`src/rtl/eerrl_pkg.sv`:
```
// Shared definitions for the packet dispatch controller: packet type codes,
// field width and FSM state encoding.
package eerrl_pkg;
  localparam int WORD_WIDTH = 16;

  localparam logic [2:0] PKT_HB   = 3'b000;
  localparam logic [2:0] PKT_CHE  = 3'b001;
  localparam logic [2:0] PKT_INV  = 3'b010;
  localparam logic [2:0] PKT_CHTS = 3'b100;
  localparam logic [2:0] PKT_DATA = 3'b101;

  typedef enum logic [2:0] {
    ST_IDLE    = 3'd0,
    ST_DECODE  = 3'd1,
    ST_MNI     = 3'd2,
    ST_SETTLE  = 3'd3,
    ST_NT      = 3'd4,
    ST_NT_WAIT = 3'd5,
    ST_FWD     = 3'd6
  } state_e;
endpackage

```
`src/rtl/dispatch_timer.sv`:
```
// Loadable down-counter; counts to zero and holds there. Shared by the
// MNI settle window and the neighbour-table timeout.
module dispatch_timer #(
  parameter int CNT_W = 4
) (
  input  logic             clk,
  input  logic             nrst,
  input  logic             load_i,
  input  logic [CNT_W-1:0] value_i,
  output logic             zero_o
);
  logic [CNT_W-1:0] cnt_q;

  always_ff @(posedge clk or negedge nrst) begin
    if (!nrst)              cnt_q <= '0;
    else if (load_i)        cnt_q <= value_i;
    else if (cnt_q != '0)   cnt_q <= cnt_q - 1'b1;
  end

  assign zero_o = (cnt_q == '0);
endmodule

```
`src/rtl/pkt_dispatch_ctrl.sv`:
```
// Sequences one parsed packet through myNodeInfo, neighbour table and TX
// forwarder enables; drops no-work/unsupported packets and counts them.
module pkt_dispatch_ctrl
  import eerrl_pkg::*;
#(
  parameter int SETTLE_CYC = 2,
  parameter int NT_TIMEOUT = 15,
  parameter int DROP_W     = 8
) (
  input  logic                  clk,
  input  logic                  nrst,
  input  logic                  pkt_valid,
  output logic                  pkt_ready,
  input  logic [2:0]            pkt_type,
  input  logic [WORD_WIDTH-1:0] pkt_destID,
  input  logic [WORD_WIDTH-1:0] pkt_hops,
  input  logic [WORD_WIDTH-1:0] pkt_energy,
  input  logic [WORD_WIDTH-1:0] pkt_timeslot,
  input  logic [WORD_WIDTH-1:0] myNodeID,
  input  logic                  role,
  input  logic                  nt_done,
  input  logic                  fwd_ready,
  output logic                  en_MNI,
  output logic                  en_NT,
  output logic                  fwd_req,
  output logic [2:0]            fPktType,
  output logic [WORD_WIDTH-1:0] destinationID,
  output logic [WORD_WIDTH-1:0] hops,
  output logic [WORD_WIDTH-1:0] energy,
  output logic [WORD_WIDTH-1:0] timeslot,
  output logic [DROP_W-1:0]     drop_cnt,
  output logic                  busy
);
  localparam int TMR_MAX = (SETTLE_CYC > NT_TIMEOUT) ? SETTLE_CYC : NT_TIMEOUT;
  localparam int TMR_W   = $clog2(TMR_MAX + 1);

  state_e                state_q, state_d;
  logic [2:0]            type_q;
  logic [WORD_WIDTH-1:0] dest_q, hops_q, energy_q, tslot_q;
  logic                  dst_me_q, dst_me_d;
  logic                  hb_lock_q, hb_lock_d;
  logic [DROP_W-1:0]     drop_q, drop_d;
  logic                  capture, drop_inc, fwd_go, dst_me_now;
  logic                  tmr_load, tmr_zero;
  logic [TMR_W-1:0]      tmr_val;

  dispatch_timer #(.CNT_W(TMR_W)) u_timer (
    .clk     (clk),
    .nrst    (nrst),
    .load_i  (tmr_load),
    .value_i (tmr_val),
    .zero_o  (tmr_zero)
  );

  assign dst_me_now = (dest_q == myNodeID);
  // After the NT step: HB forwards once until relocked, DATA only to us.
  assign fwd_go = ((type_q == PKT_HB) && !hb_lock_q) ||
                  ((type_q == PKT_DATA) && dst_me_q);

  always_comb begin
    state_d   = state_q;
    hb_lock_d = hb_lock_q;
    dst_me_d  = dst_me_q;
    capture   = 1'b0;
    drop_inc  = 1'b0;
    tmr_load  = 1'b0;
    tmr_val   = '0;
    case (state_q)
      ST_IDLE: if (pkt_valid) begin
        capture = 1'b1;
        state_d = ST_DECODE;
      end
      ST_DECODE: begin
        dst_me_d = dst_me_now;
        state_d  = ST_IDLE;
        case (type_q)
          PKT_HB, PKT_CHE: state_d = ST_MNI;
          PKT_INV: if (role) state_d = ST_NT;
                   else      drop_inc = 1'b1;
          PKT_CHTS: if (dst_me_now) begin
                      state_d   = ST_MNI;
                      hb_lock_d = 1'b0;
                    end else drop_inc = 1'b1;
          PKT_DATA: begin
            state_d   = ST_NT;
            hb_lock_d = 1'b0;
          end
          default: drop_inc = 1'b1;
        endcase
      end
      ST_MNI: begin
        tmr_load = 1'b1;
        tmr_val  = TMR_W'(SETTLE_CYC - 1);
        state_d  = ST_SETTLE;
      end
      ST_SETTLE: if (tmr_zero) state_d = (type_q == PKT_HB) ? ST_NT : ST_IDLE;
      ST_NT: begin
        if (nt_done) state_d = fwd_go ? ST_FWD : ST_IDLE;
        else begin
          tmr_load = 1'b1;
          tmr_val  = TMR_W'(NT_TIMEOUT - 1);
          state_d  = ST_NT_WAIT;
        end
      end
      ST_NT_WAIT: begin
        if (nt_done) state_d = fwd_go ? ST_FWD : ST_IDLE;
        else if (tmr_zero) begin
          drop_inc = 1'b1;
          state_d  = ST_IDLE;
        end
      end
      ST_FWD: if (fwd_ready) begin
        state_d = ST_IDLE;
        if (type_q == PKT_HB) hb_lock_d = 1'b1;
      end
      default: state_d = ST_IDLE;
    endcase
    drop_d = (drop_inc && !(&drop_q)) ? drop_q + 1'b1 : drop_q;
  end

  always_ff @(posedge clk or negedge nrst) begin
    if (!nrst) begin
      state_q   <= ST_IDLE;
      hb_lock_q <= 1'b0;
      dst_me_q  <= 1'b0;
      drop_q    <= '0;
      type_q    <= 3'b111;
      dest_q    <= '0;
      hops_q    <= '0;
      energy_q  <= '0;
      tslot_q   <= '0;
    end else begin
      state_q   <= state_d;
      hb_lock_q <= hb_lock_d;
      dst_me_q  <= dst_me_d;
      drop_q    <= drop_d;
      if (capture) begin
        type_q   <= pkt_type;
        dest_q   <= pkt_destID;
        hops_q   <= pkt_hops;
        energy_q <= pkt_energy;
        tslot_q  <= pkt_timeslot;
      end
    end
  end

  assign pkt_ready     = (state_q == ST_IDLE);
  assign busy          = ~pkt_ready;
  assign en_MNI        = (state_q == ST_MNI);
  assign en_NT         = (state_q == ST_NT);
  assign fwd_req       = (state_q == ST_FWD);
  assign fPktType      = type_q;
  assign destinationID = dest_q;
  assign hops          = (fwd_req && !(&hops_q)) ? hops_q + 1'b1 : hops_q;
  assign energy        = energy_q;
  assign timeslot      = tslot_q;
  assign drop_cnt      = drop_q;
endmodule

```
`config.mk`:
```
export PLATFORM = sky130hd
export DESIGN_NAME = pkt_dispatch_ctrl
export DESIGN_NICKNAME = d
export VERILOG_FILES = /design/src/rtl/eerrl_pkg.sv /design/src/rtl/dispatch_timer.sv /design/src/rtl/pkt_dispatch_ctrl.sv
export SDC_FILE = /design/constraint.sdc
export NUM_CORES = 1
export LEC_CHECK = 0
export BUFFER_PORTS_ARGS = -buffer_cell sky130_fd_sc_hd__buf_2
export CAP_MARGIN = 20
export CORE_MARGIN = 2
export CORE_UTILIZATION = 44
export CTS_CLUSTER_DIAMETER = 120
export DETAILED_ROUTE_END_ITERATION = 8
export PLACE_DENSITY = 0.74
export SYNTH_ARGS = -nofsm -noshare
export SYNTH_HDL_FRONTEND = slang
export SYNTH_SLANG_ARGS = --single-unit
```
`constraint.sdc`:
```
create_clock -name clk -period 2.5 [get_ports clk]
set_input_delay 0.125 -clock clk [delete_from_list [all_inputs] [get_ports clk]]
set_output_delay 0.125 -clock clk [all_outputs]
set_load 0.05 [all_outputs]
```
== Word level (Yosys, flattened, before mapping) ==
Index checks and enable logic that the tools add are counted.
W data, S select, Z words.

* Bits in registers: 84
* Input bits: 89
* Output and inout bits: 80

* Equality and inequality tests: 18
* Multiplexer cells: 32
* Bitwise logic cells: 1
* Reduce and logical (&&, ||, !) cells: 20
* $add $sub $neg: 3

{| class="wikitable"
|+ Operators by type and width
! operator !! number
|-
| $mux W3 || 9
|-
| $pmux W3 S7 || 1
|-
| $add A16 B1 Y16 const B || 1
|-
| $eq A16 B16 Y1 || 1
|-
| $mux W16 || 1
|-
| $reduce_and A16 Y1 || 1
|-
| $eq A3 B3 Y1 const B || 5
|-
| $mux W4 || 3
|-
| $pmux W3 S4 || 1
|-
| $mux W1 || 10
|-
| $eq A3 B2 Y1 const B || 3
|-
| $ne A3 B3 Y1 const B || 3
|-
| $add A8 B1 Y8 const B || 1
|-
| $pmux W1 S2 || 4
|-
| $pmux W4 S2 || 1
|-
| $reduce_and A8 Y1 || 1
|-
| $eq A3 B1 Y1 const B || 2
|-
| $logic_not A3 Y1 || 2
|-
| $ne A2 B2 Y1 const B || 3
|-
| $reduce_and A5 Y1 || 1
|-
| $logic_and A1 B1 Y1 || 4
|-
| $logic_not A4 Y1 || 1
|-
| $reduce_and A4 Y1 || 1
|-
| $reduce_bool A2 Y1 || 2
|-
| 10 further kinds || 12
|}

== Longest topological paths before layout ==
Gate-level depths: netlist of the first run.

* Depth after elaboration: 6
* Gate-level depth with buffers: 9
* Depth with buffers taken out: 8

== Cells and area by module ==
From an unflattened synthesis of the first run, not the netlist that was laid out.

* Cell total of the unflattened synthesis: 330
* Area total of the unflattened synthesis: 4016.4 sq um

{| class="wikitable"
|+ Modules (own cells, without submodules)
! module !! cells each !! area an instance (sq um) !! instances
|-
| pkt_dispatch_ctrl || 308 || 3782.4 || 1
|-
| dispatch_timer || 22 || 234.0 || 1
|}

== Worst setup path after synthesis of the first run ==
Ideal clock, no wire load.

* Path type: flip-flop to output port
* Start: reg state_q[2]
* End: out hops[11]
* Slack: 71 ps
* Data required time: 2375 ps
* Stages on the path, launching flop included: 9
* Buffers on the path: 1
* Arrival: 2304 ps
* Cell sequence: dfrtp_1 > buf_4 > nand2_1 > or2_4 > clkinv_2 > nand3_4 > nor4_4 > nand3_1 > xnor2_1

* Word-level cells in the longest chain between the ends: 3

{| class="wikitable"
|+ RTL lines
! element !! RTL line !! text
|-
| start: declaration || pkt_dispatch_ctrl.sv:37 || <nowiki>state_e state_q, state_d;</nowiki>
|-
| start signal: assignment || pkt_dispatch_ctrl.sv:133 || <nowiki>state_q <= state_d;</nowiki>
|-
| $eq A3 B3 Y1 || pkt_dispatch_ctrl.sv:151 || <nowiki>assign fwd_req = (state_q == ST_FWD);</nowiki>
|-
| net fwd_req || pkt_dispatch_ctrl.sv:25 || <nowiki>output logic fwd_req,</nowiki>
|-
| $logic_and A1 B1 Y1 || pkt_dispatch_ctrl.sv:154 || <nowiki>assign hops = (fwd_req && !(&hops_q)) ? hops_q + 1'b1 : hops_q;</nowiki>
|-
| $mux W16 || pkt_dispatch_ctrl.sv:154 ||
|-
| end: declaration || pkt_dispatch_ctrl.sv:28 || <nowiki>output logic [WORD_WIDTH-1:0] hops,</nowiki>
|}

The timed path passes the listed nets, and every way through them passes these cells.

== Worst setup path after layout of the first run ==
* Start: reg hops_q[1]
* End: out hops[1]

* Word-level cells in the longest chain between the ends: 4

{| class="wikitable"
|+ RTL lines
! element !! RTL line !! text
|-
| start: declaration || pkt_dispatch_ctrl.sv:39 || <nowiki>logic [WORD_WIDTH-1:0] dest_q, hops_q, energy_q, tslot_q;</nowiki>
|-
| start signal: assignment || pkt_dispatch_ctrl.sv:140 || <nowiki>hops_q <= pkt_hops;</nowiki>
|-
| parallel branches: the longest is 3 deep, another holds $add A16 B1 Y16 || n/a ||
|-
| $mux W16 * || pkt_dispatch_ctrl.sv:154 ||
|}

Mark *: on every way between the ends.

==> metrics.md, run 1 <==
| Metric | Value |
|---|---|
| Setup ws final | `119 ps` |
| R2R depth | `8` |
| Status | `complete, no violations` |
| CP Data Required Time | `2380 ps` |
| Commonest non-fill, non-tap cell in the layout | `buf_2` |
| Tot GR Track Use | `20.2%` |
| H-Tree Depth | `3` |
| Switch share | `51.8%` |
| Worst Setup SP | `hops_q[1]$_DFFE_PN0P_` |
| Internal | `0.00429 W` |
| Synth area leader | `dfrtp_1` |
| GR Overflow Total | `0` |
| Hold slack | `17.7 ps` |
| Sequential cell area fraction in the yosys report | `50.6%` |
| Mapped Area | `0.00416 sq mm` |
| Worst Setup End Kind | `output port` |
| Worst-Skew Late Latency | `340 ps` |
| Post-synth ARST share | `100%` |
| Initial core utilization | `45.2%` |
| Avg Cell Area, Syn | `12.7 sq um` |
| P per Cell Area | `1490 mW/mm^2` |
| Capturing point of the worst reg2reg path | `timeslot[14]$_DFFE_PN0P_` |
| Commonest non-fill, non-tap cells in the layout | `buf_2 (163), dfrtp_1 (76), mux2_2 (60)` |
| Pin count of the biggest net entering global routing | `48` |
| FMAX | `420 MHz` |
| Clk pwr share | `9.9%` |
| Routed vias/inst | `5.08` |
| Min cycle time layout | `2380 ps` |
| Placed insts | `599` |
| Rows | `35` |
| Post-synthesis register bit count | `84` |
| Synth top area share | `48.7%` |
| Die X | `101 microns` |
| Flop pwr share | `29.7%` |
| # IOs | `169` |
| Clock Skew | `13.2 ps` |
| CP startpoint kind | `flop` |
| Peak VDD IR | `0.952 mV` |
| Worst-margin pin slew | `537 ps` |
| Core Footprint | `0.00920 sq mm` |
| CTS sink cnt | `84` |
| Worst EP arrival | `2260 ps` |
| Total power | `0.00890 W` |
| Root buffer cell | `clkbuf_8` |
| Antenna-violating nets left | `0` |
| CTS tree | `built` |
| First-pass GRT wire length | `16400 microns` |
| Initial antenna violation count | `0` |
| Fin. Hold Viols | `0` |
| Die area | `0.0102 sq mm` |
| CTS Buf Count | `9` |
| Post-Synthesis Cells | `328` |
| Cell Count, Final, Fillers Out | `688` |
| Initial drt markers | `127` |
| Vias in the first global route | `3426` |
| Layout Nets | `664` |
| Final setup fails | `0` |
| Die H | `101 microns` |
| Post-synth top flop | `dfrtp_1` |
| Normalized max-slew margin | `64.2%` |
| Crit Path Max Fanout | `4` |
| HPWL after detailed placement | `7270 microns` |
| Worst R2R Start | `state_q[0]$_DFFE_PN0P_` |
| Syn. warnings | `0` |
| RSZ-0062 raised after global routing | `yes` |
| PortBufs | `168` |
| Number of enable flip-flop cells after synthesis | `0` |
| Tcrit/Tclk final | `95.3%` |
| Pre-CTS setup slack | `383 ps` |
| Final Max Slew Viols | `0` |
| Share of cells above drive strength 1 | `53.9%` |
| Combinational share of power | `60.4%` |
| Max_cap viols | `0` |
| # DRC | `0` |
| WS Path Type | `flop to output port` |
| Routed wire length | `10800 microns` |
| Syn-to-layout area delta | `43.5%` |
| Syn Nets | `420` |
| Synth unique cells | `56` |
| Fill count | `669` |
| Crit path capture | `hops[1]` |
| Synth area leaders | `dfrtp_1 (49%), mux2_2 (16%), xor2_1 (4.8%)` |
| P_leak | `2.83 nW` |
| Wire length per cell | `15.7 microns` |
| DR vias | `3494` |
| Maximum buffer depth of the clock tree | `2` |
| Routability cong. | `0.902` |
| R2R Setup Slk | `280 ps` |
| Antenna diode count | `0` |
| DR pass1 iterations | `4` |
| Hold crit path type | `input pin to flop` |
| NetSw | `0.00461 W` |
| Clock Pin Slew Worst Setup and Hold Paths | `80 ps` |
-- synth_stat cells (5+ instances only) --
library cell,n
dfrtp_1,81
inv_1,6
mux2_2,60
mux2_4,6
nand2_1,17
nand3_1,10
nand4_1,5
nor2_1,16
nor3_1,7
o21ai_0,10
xnor2_1,13
xor2_1,23
-- registers in the layout, indices dropped and copies added (netlist names) --
signal / cells
energy: 16
dst_me_q: 1
state_q: 3
u_timer.cnt_q: 4
fPktType: 3
drop_cnt: 8
hops_q: 16
hb_lock_q: 1
destinationID: 16
timeslot: 16
-- critical path, cell delays in order (launching register included) --
cell and delay (ps):
dfrtp_1 410, ha_2 200, nand4_1 180, nor4_4 370
nand2b_4 210, mux2_1 350, buf_4 200
-- cells by family after synthesis --
group | count (synthesis) | synth area share, %
AO/OA/AOI/OAI | 30 | 4.75
AND/OR/NAND/NOR | 86 | 13.1
adder cells (fa/ha/maj) | 3 | 0.902
buffers and inverters | 20 | 3.88
XOR/XNOR | 36 | 7.58
multiplexers | 69 | 19.2
flip-flops | 84 | 50.6
-- routing by layer --
layer	vias to the layer above	track usage, %	share of wire [%]
li1	1647	-	-
met1	1683	25.7	40
met2	150	32.3	50
met3	14	6.69	8.2
met4	0	6.96	1.4
met5	-	0	0
-- power by group through the flow --
stage | logic (W) | registers [W] | clock network, W
after global placement | 0.00485 | 0.00264 | 0
after detailed placement | 0.00494 | 0.00269 | 0
after floorplan | 0.00237 | 0.00418 | 0
after global routing | 0.00567 | 0.00275 | 0.000984
after CTS | 0.00499 | 0.00268 | 0.000915
final | 0.00537 | 0.00264 | 0.000884
-- what timing repair did --
action | CTS | global route
hold buffers | 40 | 5
endpoints found under the setup margin | 2 | 10
gates resized for setup | 0 | 16
pin swaps | 1 | 6
hold endpoints to repair | 78 | 5
setup buffers | 1 | 27
-- worst min path at each step --
| stage | start | end | cells past startpoint |
|---|---|---|---|
| 2_1_floorplan | nrst | destinationID[0]$_DFFE_PN0P_ | 0 |
| 6_report | pkt_destID[14] | destinationID[14]$_DFFE_PN0P_ | 2 |
| 5_1_grt | pkt_destID[14] | destinationID[14]$_DFFE_PN0P_ | 2 |
| 3_3_place_gp | nrst | energy[13]$_DFFE_PN0P_ | 1 |
| 4_1_cts | pkt_energy[11] | energy[11]$_DFFE_PN0P_ | 2 |
| 3_5_place_dp | nrst | energy[13]$_DFFE_PN0P_ | 1 |
-- cell type report --
class / instances / area, sq um / area share [%]
clock inverters: 5 / 37.5 / 0.629
flip-flops and latches: 84 / 2110 / 35.4
well taps: 111 / 139 / 2.33
inverters: 8 / 31.3 / 0.524
repair buffers: 245 / 1590 / 26.6
clock buffers: 11 / 141 / 2.37
multi-input cells: 224 / 1920 / 32.2
-- through the flow --
| step | util, % | TNS, ps | cell area, sq um |
|---|---|---|---|
| 2_1_floorplan | - | 0 | 4160 |
| 3_3_place_gp | 55.2 | 0 | 5080 |
| 3_5_place_dp | 55.2 | 0 | 5080 |
| 4_1_cts | 61.6 | -10.6 | 5670 |
| 5_1_grt | 64.9 | -87.5 | 5970 |
| 6_report | 64.9 | 0 | 5970 |
(Power assumes the default switching activity.)
==> run 2: changes to the inputs <==
- clock period: 2.5 -> 2.8 ns (I/O delays scaled with it)
==> metrics.md, run 2 (synthesized netlist as in run 1, its figures left out) <==
| Metric | Value |
|---|---|
| RSZ-0062 raised after global routing | `no` |
| WS Path Type | `flop to output port` |
| Pin count of the biggest net entering global routing | `85 (+77%)` |
| Worst-margin pin slew | `550 ps (+13.4 ps)` |
| Die area | `0.0102 sq mm (unchanged)` |
| Worst EP arrival | `2360 ps (+100 ps)` |
| Antenna-violating nets left | `0 (unchanged)` |
| CTS Buf Count | `9 (unchanged)` |
| Maximum buffer depth of the clock tree | `2 (unchanged)` |
| GR Overflow Total | `0 (unchanged)` |
| # DRC | `0 (unchanged)` |
| Routed vias/inst | `5.06 (-0.28%)` |
| Hold slack | `26.5 ps (+8.86 ps)` |
| Antenna diode count | `0 (unchanged)` |
| First-pass GRT wire length | `14700 microns (-10%)` |
| Initial drt markers | `67 (-47%)` |
| Clock Pin Slew Worst Setup and Hold Paths | `90 ps (about the same)` |
| Peak VDD IR | `0.943 mV (-0.88%)` |
| # IOs | `169 (unchanged)` |
| Fin util | `58.0% (-6.9 points)` |
| CTS sink cnt | `84 (unchanged)` |
| R2R Setup Slk | `680 ps (+400 ps)` |
| Normalized max-slew margin | `63.0% (-1.2 points)` |
| Tcrit/Tclk final | `89.2%` |
| HPWL after detailed placement | `7020 microns (-3.3%)` |
| Worst R2R Start | `state_q[2]$_DFFE_PN0P_` |
| PortBufs | `168 (unchanged)` |
| CTS tree | `built` |
| Share of cells above drive strength 1 | `54.3% (+0.41 points)` |
| Fin. Hold Viols | `0 (unchanged)` |
| Core Footprint | `0.00920 sq mm (unchanged)` |
| Hold crit path type | `input pin to flop` |
| Die H | `101 microns (unchanged)` |
| Final Max Slew Viols | `0 (unchanged)` |
| Min cycle time layout | `2500 ps` |
| P per Cell Area | `1430 mW/mm^2 (-4.3%)` |
| Final setup fails | `0 (unchanged)` |
| Routability cong. | `0.827 (-8.4%)` |
| Rows | `35 (unchanged)` |
| Met3 WL | `844 microns (-5.3%)` |
| Worst-Skew Late Latency | `340 ps (about the same)` |
| Status | `complete, no violations` |
| Setup Fix Bufs, Post-CTS | `0 (-1)` |
| Crit Path Max Fanout | `11 (+7)` |
| DR vias | `3145 (-10%)` |
| Initial antenna violation count | `0 (unchanged)` |
| Clock Skew | `9.58 ps (-3.62 ps)` |
| CTS Hold Bufs | `0 (-100%)` |
| Commonest non-fill, non-tap cells in the layout | `buf_2 (167), dfrtp_1 (81), mux2_2 (60)` |
| Crit path capture | `hops[14]` |
| Root buffer cell | `clkbuf_8` |
| Tot GR Track Use | `18.1% (-2.0 points)` |
| Wire length per cell | `15.0 microns (-4.7%)` |
| Syn-to-layout area delta | `28.2%` |
| Commonest non-fill, non-tap cell in the layout | `buf_2` |
| CP startpoint kind | `flop` |
| Die X | `101 microns (unchanged)` |
| Max_cap viols | `0 (unchanged)` |
| H-Tree Depth | `3 (unchanged)` |
| Total Neg Setup Slack | `0 ps (unchanged)` |
| Fill count | `794 (+19%)` |
| Worst Setup End Kind | `output port` |
| Vias in the first global route | `3075 (-10%)` |
| Worst Setup SP | `state_q[2]$_DFFE_PN0P_` |
| R2R depth | `5 (-3)` |
| CP Data Required Time | `2660 ps (+280 ps)` |
| DR pass1 iterations | `4 (unchanged)` |
| Met2 WL post-DR | `4350 microns (-19%)` |
| Met1 WL | `4020 microns (-8.0%)` |
| P_leak | `2.52 nW (-11%)` |
| Gates resized, CTS repair | `0 (unchanged)` |
| Routed wire length | `9300 microns (-14%)` |
| Top Layer Used | `met4` |
| Initial core utilization | `45.2% (unchanged)` |
| Layout Nets | `597 (-10%)` |
| FMAX | `400 MHz` |
| Capturing point of the worst reg2reg path | `timeslot[1]$_DFFE_PN0P_` |
[run 2: cell type report]
type | count | area, sq um | share of cell area [%]
flip-flops and latches | 84 | 2110 | 39.5
multi-input cells | 224 | 1890 | 35.5
repair buffers | 178 | 963 | 18.1
clock buffers | 11 | 141 | 2.65
well taps | 111 | 139 | 2.60
clock inverters | 5 | 61.3 | 1.15
inverters | 8 | 31.3 | 0.586
[run 2: how the worst min path moves through the flow]
stage | from | to | slack, ps | cells past startpoint
after global placement | pkt_energy[7] | energy[7]$_DFFE_PN0P_ | 370 | 2
final | pkt_destID[15] | destinationID[15]$_DFFE_PN0P_ | 30 | 2
after global routing | pkt_timeslot[6] | timeslot[6]$_DFFE_PN0P_ | -0.7 | 2
after detailed placement | pkt_destID[15] | destinationID[15]$_DFFE_PN0P_ | 370 | 2
after CTS | pkt_destID[15] | destinationID[15]$_DFFE_PN0P_ | 6 | 2
after floorplan | nrst | destinationID[0]$_DFFE_PN0P_ | -160 | 0
[run 2: through the flow]
step | std cells | cell area (sq um) | setup WS (ps) | power, W
floorplan | 328 | 4160 | 356 | 0.00585
global placement | 599 | 5050 | 729 | 0.00668
detailed placement | 599 | 5050 | 663 | 0.00678
CTS | 615 | 5260 | 266 | 0.00768
global route | 621 | 5340 | 127 | 0.00807
finish | 621 | 5340 | 302 | 0.00762
[run 2: per-layer routing]
layer	vias to the layer above	GRT usage (%)
li1	1514	-
met5	-	0
met2	133	28.1
met1	1492	23.7
met3	6	7.32
met4	0	5.09
[run 2: where the power goes]
part           switching (W)  leakage [nW]  internal [W]
registers           0.000558          1.01       0.00183
logic                0.00298          1.42       0.00138
clock network       0.000434        0.0918      0.000439
[run 2: critical path, stage by stage, from the launching register on]
cell and delay [ps]:
dfrtp_1 520, nand2_1 90, or2_4 260, nor4_1 530
nand3_1 160, xnor2_1 180, buf_2 290
==> run 3: changes to the inputs <==
==> constraint.sdc (replaced) <==
create_clock -name clk -period 2.8 [get_ports clk]
set_input_delay 0.42 -clock clk [delete_from_list [all_inputs] [get_ports clk]]
set_output_delay 0.42 -clock clk [all_outputs]
set_load 0.05 [all_outputs]
==> metrics.md, run 3 (synthesized netlist as in run 1, its figures left out) <==
| Metric | Value |
|---|---|
| Status | `complete, no violations` |
| Antenna diode count | `0 (unchanged)` |
| FMAX | `368 MHz (-8.1%)` |
| WS Path Type | `flop to output port` |
| Total Neg Setup Slack | `0 ps (unchanged)` |
| Clock Pin Slew Worst Setup and Hold Paths | `90 ps (about the same)` |
| Capturing point of the worst reg2reg path | `destinationID[13]$_DFFE_PN0P_` |
| R2R depth | `5 (unchanged)` |
| Max_cap viols | `0 (unchanged)` |
| Hold crit path type | `input pin to asynchronous set/reset pin` |
| Final Max Slew Viols | `0 (unchanged)` |
| Placed insts | `599 (unchanged)` |
| Peak VDD IR | `0.877 mV (-7.0%)` |
| Pin count of the biggest net entering global routing | `49 (-42%)` |
| Fin. Hold Viols | `0 (unchanged)` |
| GR Overflow Total | `0 (unchanged)` |
| Fill count | `794 (unchanged)` |
| Initial antenna violation count | `0 (unchanged)` |
| Root buffer cell | `clkbuf_8` |
| Wire length per cell | `15.3 microns (+2.0%)` |
| Maximum buffer depth of the clock tree | `2 (unchanged)` |
| Die X | `101 microns (unchanged)` |
| P per Cell Area | `1450 mW/mm^2 (+1.7%)` |
| CTS tree | `built` |
| DR vias | `3176 (+0.99%)` |
| CP startpoint kind | `flop` |
| Worst Setup End Kind | `output port` |
| HPWL after detailed placement | `7260 microns (+3.4%)` |
| Rows | `35 (unchanged)` |
| Die area | `0.0102 sq mm (unchanged)` |
| Routability cong. | `0.917 (+11%)` |
| Crit path capture | `hops[1]` |
| Commonest non-fill, non-tap cell in the layout | `buf_2` |
| Layout Nets | `596 (-0.17%)` |
| Worst-margin pin slew | `486 ps (-64.3 ps)` |
| Worst Setup SP | `hops_q[9]$_DFFE_PN0P_` |
| Min cycle time layout | `2720 ps (+221 ps)` |
| DR pass1 iterations | `4 (unchanged)` |
| Worst R2R Start | `state_q[0]$_DFFE_PN0P_` |
| CP Data Required Time | `2380 ps (-280 ps)` |
| RSZ-0062 raised after global routing | `yes` |
| Initial core utilization | `45.2% (unchanged)` |
| # IOs | `169 (unchanged)` |
| Cell Count, Final, Fillers Out | `620 (-0.16%)` |
| P_leak | `2.54 nW (+0.53%)` |
| R2R Setup Slk | `650 ps (-30 ps)` |
| # DRC | `0 (unchanged)` |
| Worst-Skew Late Latency | `350 ps (about the same)` |
| Core Footprint | `0.00920 sq mm (unchanged)` |
| Routed wire length | `9470 microns (+1.8%)` |
| CTS Hold Bufs | `0 (unchanged)` |
| Multi-input gate area | `0.00191 sq mm (+0.99%)` |
| Share of cells above drive strength 1 | `56.8% (+2.5 points)` |
| Die H | `101 microns (unchanged)` |
| Initial drt markers | `79 (+18%)` |
| Vias in the first global route | `3151 (+2.5%)` |
| Normalized max-slew margin | `67.6% (+4.6 points)` |
| Worst EP arrival | `2300 ps (-60 ps)` |
| Antenna-violating nets left | `0 (unchanged)` |
| Routed vias/inst | `5.12 (+1.1%)` |
| First-pass GRT wire length | `14800 microns (+0.94%)` |
| FF+latch area | `0.00211 sq mm (+0.24%)` |
| PortBufs | `168 (unchanged)` |
| Clock Skew | `12.5 ps (+2.95 ps)` |
| H-Tree Depth | `3 (unchanged)` |
| Tot GR Track Use | `18.3% (+0.18 points)` |
| Syn-to-layout area delta | `29.0%` |
| CTS Buf Count | `9 (unchanged)` |
| Tcrit/Tclk final | `97.1% (+7.9 points)` |
| Final setup fails | `0 (unchanged)` |
| Commonest non-fill, non-tap cells in the layout | `buf_2 (163), dfrtp_1 (77), mux2_2 (61)` |
| Crit Path Max Fanout | `6 (-5)` |
| CTS sink cnt | `84 (unchanged)` |
[run 3: layout make-up]
type,count,area share [%]
Sequential cell,84,39.3
Multi-Input combinational cell,224,35.6
Timing Repair Buffer,177,17.7
Tap cell,111,2.59
Clock buffer,10,2.38
Clock inverter,6,1.80
Inverter,8,0.583
[run 3: worst max-delay path: stages (launching register included)]
cell,delay [ps]
dfrtp_2,410
and4_4,250
nand3_2,120
nor4_4,430
nand2b_4,230
mux2_2,350
buf_6,160
[run 3: through the flow]
| stage | area (sq um) | worst slack (ps) | hold WS, ps | util (%) | power (W) |
|---|---|---|---|---|---|
| after global placement | 5070 | 413 | 411 | 55.1 | 0.00668 |
| after global routing | 5370 | -34.9 | 44.5 | 58.4 | 0.00823 |
| after detailed placement | 5070 | 373 | 416 | 55.1 | 0.00680 |
| after floorplan | 4160 | 75.9 | 124 | - | 0.00585 |
| after CTS | 5300 | 10.3 | 21.6 | 57.6 | 0.00779 |
| final | 5370 | 81.3 | 21.2 | 58.4 | 0.00779 |
[run 3: power by group]
part | total [W] | switching, W | internal (W)
combinational | 0.00443 | 0.00301 | 0.00143
clock | 0.000963 | 0.000449 | 0.000514
sequential | 0.00239 | 0.000561 | 0.00183
[run 3: how the worst min path moves through the flow]
stage / start / end / slack (ps) / cells past startpoint
floorplan: nrst / destinationID[0]$_DFFE_PN0P_ / 120 / 0
CTS: nrst / drop_cnt[4]$_DFFE_PN0P_ / 20 / 1
global placement: nrst / u_timer.cnt_q[3]$_DFFE_PN0P_ / 410 / 1
global route: nrst / u_timer.cnt_q[0]$_DFFE_PN0P_ / 40 / 1
detailed placement: nrst / u_timer.cnt_q[3]$_DFFE_PN0P_ / 420 / 1
finish: nrst / u_timer.cnt_q[0]$_DFFE_PN0P_ / 20 / 1
[run 3: layer usage]
layer	up-vias	routed length [microns]	global-route usage [%]
li1	1513	-	-
met1	1503	3970	22.1
met2	145	4480	30.3
met3	15	860	6.49
met4	0	165	6.86
met5	-	0	0
[run 3: repair_timing]
item                       in CTS  in global routing
resized for setup               1                 14
setup buffers                   0                  5
setup endpoints to repair       2                  7
pin swaps                       0                  4
